===== src/rtl/arith_pkg.sv =====
// Shared state encoding and default widths for the sequential divider.
// Ports: none (package only).
package arith_pkg;

  localparam int DEF_N = 4;
  localparam int DEF_M = 2;

  typedef enum logic [1:0] {
    IDLE = 2'd0,
    CALC = 2'd1,
    DONE = 2'd2
  } div_state_e;

endpackage


===== src/rtl/seq_div_if.sv =====
// Request/result bundle of the sequential divider.
// Ports: start/dividend/divisor from master; ready/busy/done/dz/quotient/remainder from slave.
interface seq_div_if #(
  parameter int N = arith_pkg::DEF_N,
  parameter int M = arith_pkg::DEF_M
);

  logic         start;
  logic [N-1:0] dividend;
  logic [M-1:0] divisor;
  logic         ready;
  logic         busy;
  logic         done;
  logic         dz;
  logic [N-1:0] quotient;
  logic [M-1:0] remainder;

  modport master (
    output start, dividend, divisor,
    input  ready, busy, done, dz,
    input  quotient, remainder
  );

  modport slave (
    input  start, dividend, divisor,
    output ready, busy, done, dz,
    output quotient, remainder
  );

endinterface


===== src/rtl/div_step.sv =====
// One restoring-division step: compare partial against divisor, subtract if it fits.
// Ports: partial (M+1) / divisor (M) in; next_partial (M) / q_bit out.
module div_step #(
  parameter int M = arith_pkg::DEF_M
) (
  input  logic [M:0]   partial,
  input  logic [M-1:0] divisor,
  output logic [M-1:0] next_partial,
  output logic         q_bit
);

  logic [M:0] dvs_ext;

  assign dvs_ext = {1'b0, divisor};
  assign q_bit   = (partial >= dvs_ext);

  // Result is always < divisor, so it fits in M bits.
  always_comb begin
    if (q_bit) begin
      next_partial = M'(partial - dvs_ext);
    end else begin
      next_partial = partial[M-1:0];
    end
  end

endmodule


===== src/rtl/seq_div.sv =====
// Sequential restoring divider: N-bit dividend by M-bit divisor, one bit per cycle.
// Ports: clk, rst (async, active high), bus (seq_div_if.slave).
module seq_div
  import arith_pkg::*;
#(
  parameter int N = DEF_N,
  parameter int M = DEF_M
) (
  input  logic      clk,
  input  logic      rst,
  seq_div_if.slave  bus
);

  localparam int CNT_W = $clog2(N + 1);

  div_state_e   state_q, state_d;
  logic [CNT_W-1:0] cnt_q, cnt_d;
  logic [N-1:0] dvd_q, dvd_d;
  logic [M-1:0] dvs_q, dvs_d;
  logic [M-1:0] part_q, part_d;
  logic [N-1:0] quo_q, quo_d;
  logic [M-1:0] rem_q, rem_d;
  logic         dz_q, dz_d;

  logic [M-1:0] step_rem;
  logic         q_bit;

  // dvd_q shifts left each step; freed LSBs collect quotient bits.
  div_step #(.M(M)) u_step (
    .partial      ({part_q, dvd_q[N-1]}),
    .divisor      (dvs_q),
    .next_partial (step_rem),
    .q_bit        (q_bit)
  );

  always_ff @(posedge clk or posedge rst) begin
    if (rst) begin
      state_q <= IDLE;
      cnt_q   <= '0;
      dvd_q   <= '0;
      dvs_q   <= '0;
      part_q  <= '0;
      quo_q   <= '0;
      rem_q   <= '0;
      dz_q    <= 1'b0;
    end else begin
      state_q <= state_d;
      cnt_q   <= cnt_d;
      dvd_q   <= dvd_d;
      dvs_q   <= dvs_d;
      part_q  <= part_d;
      quo_q   <= quo_d;
      rem_q   <= rem_d;
      dz_q    <= dz_d;
    end
  end

  always_comb begin
    state_d = state_q;
    cnt_d   = cnt_q;
    dvd_d   = dvd_q;
    dvs_d   = dvs_q;
    part_d  = part_q;
    quo_d   = quo_q;
    rem_d   = rem_q;
    dz_d    = dz_q;
    unique case (state_q)
      IDLE: begin
        if (bus.start) begin
          if (bus.divisor == '0) begin
            state_d = DONE;
            quo_d   = '1;
            rem_d   = '0;
            dz_d    = 1'b1;
          end else begin
            state_d = CALC;
            dvd_d   = bus.dividend;
            dvs_d   = bus.divisor;
            part_d  = '0;
            cnt_d   = CNT_W'(N);
          end
        end
      end
      CALC: begin
        dvd_d  = {dvd_q[N-2:0], q_bit};
        part_d = step_rem;
        cnt_d  = cnt_q - CNT_W'(1);
        if (cnt_q == CNT_W'(1)) begin
          state_d = DONE;
          quo_d   = {dvd_q[N-2:0], q_bit};
          rem_d   = step_rem;
          dz_d    = 1'b0;
        end
      end
      DONE: begin
        state_d = IDLE;
      end
      default: begin
        state_d = IDLE;
      end
    endcase
  end

  assign bus.ready     = (state_q == IDLE);
  assign bus.busy      = (state_q == CALC);
  assign bus.done      = (state_q == DONE);
  assign bus.dz        = dz_q;
  assign bus.quotient  = quo_q;
  assign bus.remainder = rem_q;

endmodule

===== src/flat_wrapper.sv =====
// flat-port wrapper written by rule: the top's interface ports become plain ports
module seq_div_flat import arith_pkg::*;
#(
  parameter int N = DEF_N,
  parameter int M = DEF_M
)
  (clk, rst, bus_start, bus_dividend, bus_divisor, bus_ready, bus_busy, bus_done, bus_dz, bus_quotient, bus_remainder);
  seq_div_if #(.N(N), .M(M)) bus_i ();
  input  logic clk;
  input  logic rst;
  input wire logic [$bits(bus_i.start)-1:0] bus_start;
  input wire logic [$bits(bus_i.dividend)-1:0] bus_dividend;
  input wire logic [$bits(bus_i.divisor)-1:0] bus_divisor;
  output wire logic [$bits(bus_i.ready)-1:0] bus_ready;
  output wire logic [$bits(bus_i.busy)-1:0] bus_busy;
  output wire logic [$bits(bus_i.done)-1:0] bus_done;
  output wire logic [$bits(bus_i.dz)-1:0] bus_dz;
  output wire logic [$bits(bus_i.quotient)-1:0] bus_quotient;
  output wire logic [$bits(bus_i.remainder)-1:0] bus_remainder;
  assign bus_i.start = bus_start;
  assign bus_i.dividend = bus_dividend;
  assign bus_i.divisor = bus_divisor;
  assign bus_ready = bus_i.ready;
  assign bus_busy = bus_i.busy;
  assign bus_done = bus_i.done;
  assign bus_dz = bus_i.dz;
  assign bus_quotient = bus_i.quotient;
  assign bus_remainder = bus_i.remainder;
  seq_div #(.N(N), .M(M)) u_core (.clk(clk), .rst(rst), .bus(bus_i));
endmodule

===== config.mk =====
export PLATFORM = sky130hd
export DESIGN_NAME = seq_div_flat
export DESIGN_NICKNAME = d
export VERILOG_FILES = /design/src/rtl/arith_pkg.sv /design/src/rtl/seq_div_if.sv /design/src/rtl/div_step.sv /design/src/rtl/seq_div.sv /design/src/flat_wrapper.sv
export SDC_FILE = /design/constraint.sdc
export NUM_CORES = 1
export LEC_CHECK = 0
export CORE_MARGIN = 2
export CORE_UTILIZATION = 50
export CTS_BUF_LIST = sky130_fd_sc_hd__clkbuf_4 sky130_fd_sc_hd__clkbuf_8 sky130_fd_sc_hd__clkbuf_16
export DETAILED_ROUTE_END_ITERATION = 6
export GPL_TIMING_DRIVEN = 0
export PLACE_DENSITY = 0.81
export SETUP_SLACK_MARGIN = 0.1
export SLEW_MARGIN = 20
export SYNTH_ARGS = -nofsm -noshare
export SYNTH_HDL_FRONTEND = slang
export SYNTH_HIERARCHICAL = 1
export SYNTH_SLANG_ARGS = --single-unit

===== constraint.sdc =====
create_clock -name clk -period 2.01 [get_ports clk]
set_input_delay 0.3015 -clock clk [delete_from_list [all_inputs] [get_ports clk]]
set_output_delay 0.3015 -clock clk [all_outputs]
set_load 0.05 [all_outputs]

==> impl_metrics.csv <==
group,metric,value,unit
timing,min_period,1.83,ns
clock_tree,cts_buffers,3,
global_route,track_usage,0.179,
detailed_routing,drtPass1Iterations,4,
critical_path,r2r_start,"u_core/dvd_q[3]",
detailed_routing,viasPerCell,5.34,
logic_synthesis,post-synth-top-area-fraction,0.497,
global_route,grt_antenna_before_repair,0,
floorplan,io_pins,19,
logic_synthesis,synth_fa_ha_area_frac,0.0497,
critical_path,r2r_setup_slack,0.18,ns
run,maxCapViolCount,0,
logic_synthesis,synthSimpleGateAreaFrac,0.157,
clock_tree,h-tree-depth,1,
timing,layout_setup_ws,0.179,ns
power,p_sw,1.04,mW
detailed_routing,ant_nets,0,
final_layout,fill_cells,172,
placed_design,place_ws,0.119,ns
placed_design,dp_hpwl,1430,um
power,clkPwrFrac,0.096,
placed_design,port_buffers,18,
floorplan,fp-row-count,16,
logic_synthesis,async_reset_ff_frac,1.00,
critical_path,critPathSlowestCell,"dfrtp_1",
hold_path,hold_path_class,"in -> async",
final_layout,area_growth,24.7,%
logic_synthesis,synth_ff_type,"dfrtp_1",
timing,relSlewSlack,0.491,
detailed_routing,wl_per_cell,13.4,um
final_layout,design_area,1260,um2
clock_tree,cts_root_buf,"clkbuf_4",
critical_path,cp.arrival,2.02,ns
final_layout,multi_input_area,478,um2
global_route,grt_max_degree,21,
global_route,grt_overflow_total,0,
critical_path,cp-start-kind,"register",
logic_synthesis,synth.distinct_cells,33,
placed_design,gp_congestion,0.799,
logic_synthesis,synth_edf_count,0,
timing,post-route-period-util,0.911,
critical_path,max_stage_delay,0.41,ns
power,p_leak,0.561,nW
timing,whs,0.435,ns
floorplan,core-area,1920,um2
logic_synthesis,synth_compound_area_frac,0.173,
timing,fmax,546,MHz
power,vdd_ir_drop_max,0.990,mV
detailed_routing,via_count,758,
global_route,grt_pass1_vias,735,
final_layout,antennaDiodeCount,0,
logic_synthesis,avgSynthCellArea,10.8,um2
floorplan,start_util,0.524,
logic_synthesis,synth.area.mux_share,0.0894,
timing,worst_pin_slew,0.763,ns
timing,fin_worst_skew,0.00402,ns
timing,finalSetupViolCount,0,
logic_synthesis,synth_nets,106,
final_layout,layout.nets,129,
detailed_routing,first_iter_violations,9,
logic_synthesis,syn_inst,93,
critical_path,crit_path_max_fanout,3,
clock_tree,cts.clk_slew.worst_paths,0.11,ns
logic_synthesis,post-synth-top-area-cell,"dfrtp_1",
clock_tree,clockBufferDepth,2,
critical_path,startpoint,"u_core/dvd_q[3]",
critical_path,cp-end-kind,"register",
timing,grt_setup_unrepaired,"no",
floorplan,fp.dieH,48.9,um
timing,fin_tns_setup,0,ns
logic_synthesis,synth_top_family_by_area,"compound AO/OA/AOI/OAI gates",
final_layout,post-route-util,0.654,
detailed_routing,drc,0,
power,switching_share,0.443,
power,seq_power_share,0.308,
clock_tree,clkLatencyLatePin,0.29,ns
detailed_routing,routed_wl,1910,um
critical_path,required,2.20,ns
final_layout,ff_latch_area,500,um2
floorplan,die_area,2390,um2
power,internal_power,1.30,mW
logic_synthesis,synth-xor-area-share,0,
clock_tree,cts.sinks,20,
run_status,status,"completed",
critical_path,worstSetupPathType,"reg -> reg",
power,combPwrFrac,0.596,
logic_synthesis,yosysWarnings,6,
timing,hold_violations,0,
timing,slew_viol_final,0,
logic_synthesis,syn-cell-area,1010,um2
floorplan,die_w,48.9,um
logic_synthesis,synth-seq-area-share,0.497,
clock_tree,cts-hold-fix-buffers,0,
critical_path,path_cells,"inv_1 > ha_1 > nand2b_1 > a21o_2 > mux2_1 > mux2_2",
power,pwr_density_cell,1860,nW/um2
logic_synthesis,synth.area.top_cells,"dfrtp_1 50%, ha_1 5.0%, mux2_1 4.5%",
clock_tree,cts_tree,"yes",
logic_synthesis,ys_ff_latch,20,
placed_design,placed_area,1220,um2
global_route,grt_pass1_wl,3300,um
final_layout,drive_gt1_frac,0.139,
[metrics by stage]
step,power (mW),std cells
final,2.34,142
after global routing,2.51,142
after CTS,2.33,142
after detailed placement,2.12,138
after global placement,2.06,138
after floorplan,1.75,93
[worst paths after layout]
| kind | endpoint | cells past startpoint |
|---|---|---|
| worst max-delay path | u_core/dvd_q[0] | 6 |
| worst min-delay path | u_core/bus.remainder[0] | 2 |
| worst max register to register | u_core/dvd_q[0] | 6 |
| worst min register to register | u_core/bus.dz | 2 |
| max in group asynchronous | u_core/bus.quotient[3] | 2 |
| min in group clk | u_core/bus.dz | 2 |
[worst max-delay path, delay by kind of cell, from the launching register on]
family / cells / cell delay (ns)
simple gates: 1 / 0.16
buf+inv: 1 / 0.06
fa+ha+maj: 1 / 0.33
flops: 1 / 0.41
compound gates: 1 / 0.22
mux: 2 / 0.56
[synthesized netlist by cell type, types with 2 or more instances]
cell type,count
a31o_1,2
dfrtp_1,20
nor2b_1,3
a21oi_1,5
mux2_2,4
nand2_1,7
o21bai_1,2
ha_1,4
and2_1,2
mux2_1,4
nor2_1,10
a22o_1,4
inv_1,6
[power by group through the flow]
stage          Clock [mW]  Sequential (mW)  Combinational, mW
2_1_floorplan           0            0.886              0.864
3_3_place_gp            0            0.718               1.34
3_5_place_dp            0            0.727               1.39
4_1_cts             0.234            0.719               1.38
5_1_grt             0.251            0.750               1.51
6_report            0.224            0.721               1.40
[layout by cell type (no fill, tap or decap), types with 2 or more instances in the layout]
master           synthesis  routed
ha_1                     4       4
dlygate4sd2_1            0       2
dfrtp_1                 20      20
inv_1                    6       6
clkdlybuf4s50_1          0      15
nor2b_1                  3       3
nor2_1                  10      10
nand2_1                  7       7
a22o_1                   4       4
a31o_1                   2       2
o21bai_1                 2       2
mux2_1                   4       4
clkbuf_4                 0       3
mux2_2                   4       4
a21oi_1                  5       5
and2_1                   2       2
[flip-flops by register name, summed over array words and instances (netlist names)]
name,flops
u_core/part_q,2
u_core/dvd_q,4
u_core/bus.dz,1
u_core/dvs_q,2
u_core/cnt_q,3
u_core/state_q,2
u_core/bus.quotient,4
u_core/bus.remainder,2
[metal layers]
| metal | wire (um) | share of wire | vias up | global-route usage |
|---|---|---|---|---|
| met5 | 0 | 0 | - | 0 |
| met4 | 13 | 0.0068 | 0 | 0.0810 |
| met3 | 45 | 0.024 | 2 | 0.0245 |
| met2 | 1010 | 0.53 | 11 | 0.304 |
| met1 | 832 | 0.44 | 371 | 0.227 |
| li1 | - | - | 374 | - |
[logic make-up (layout without fill, tap and decap cells)]
group           Yosys count  in the layout
fa+ha+maj                 4              4
flops                    20             20
mux                       8              8
compound gates           24             24
simple gates             28             28
buf+inv                   9             31
[layout make-up]
type,instances,area share
repair buffers,18,0.137
well taps,27,0.0269
flip-flops and latches,20,0.398
clock buffers,4,0.0289
plain buffers,2,0.00697
inverters,7,0.0209
multi-input cells,64,0.380
[what timing repair did]
action,in CTS,in global routing
gates resized for setup,3,4
endpoints found under the setup margin,3,2
cloned,0,0
setup buffers,0,0
Power figures use the tool's default switching activity.
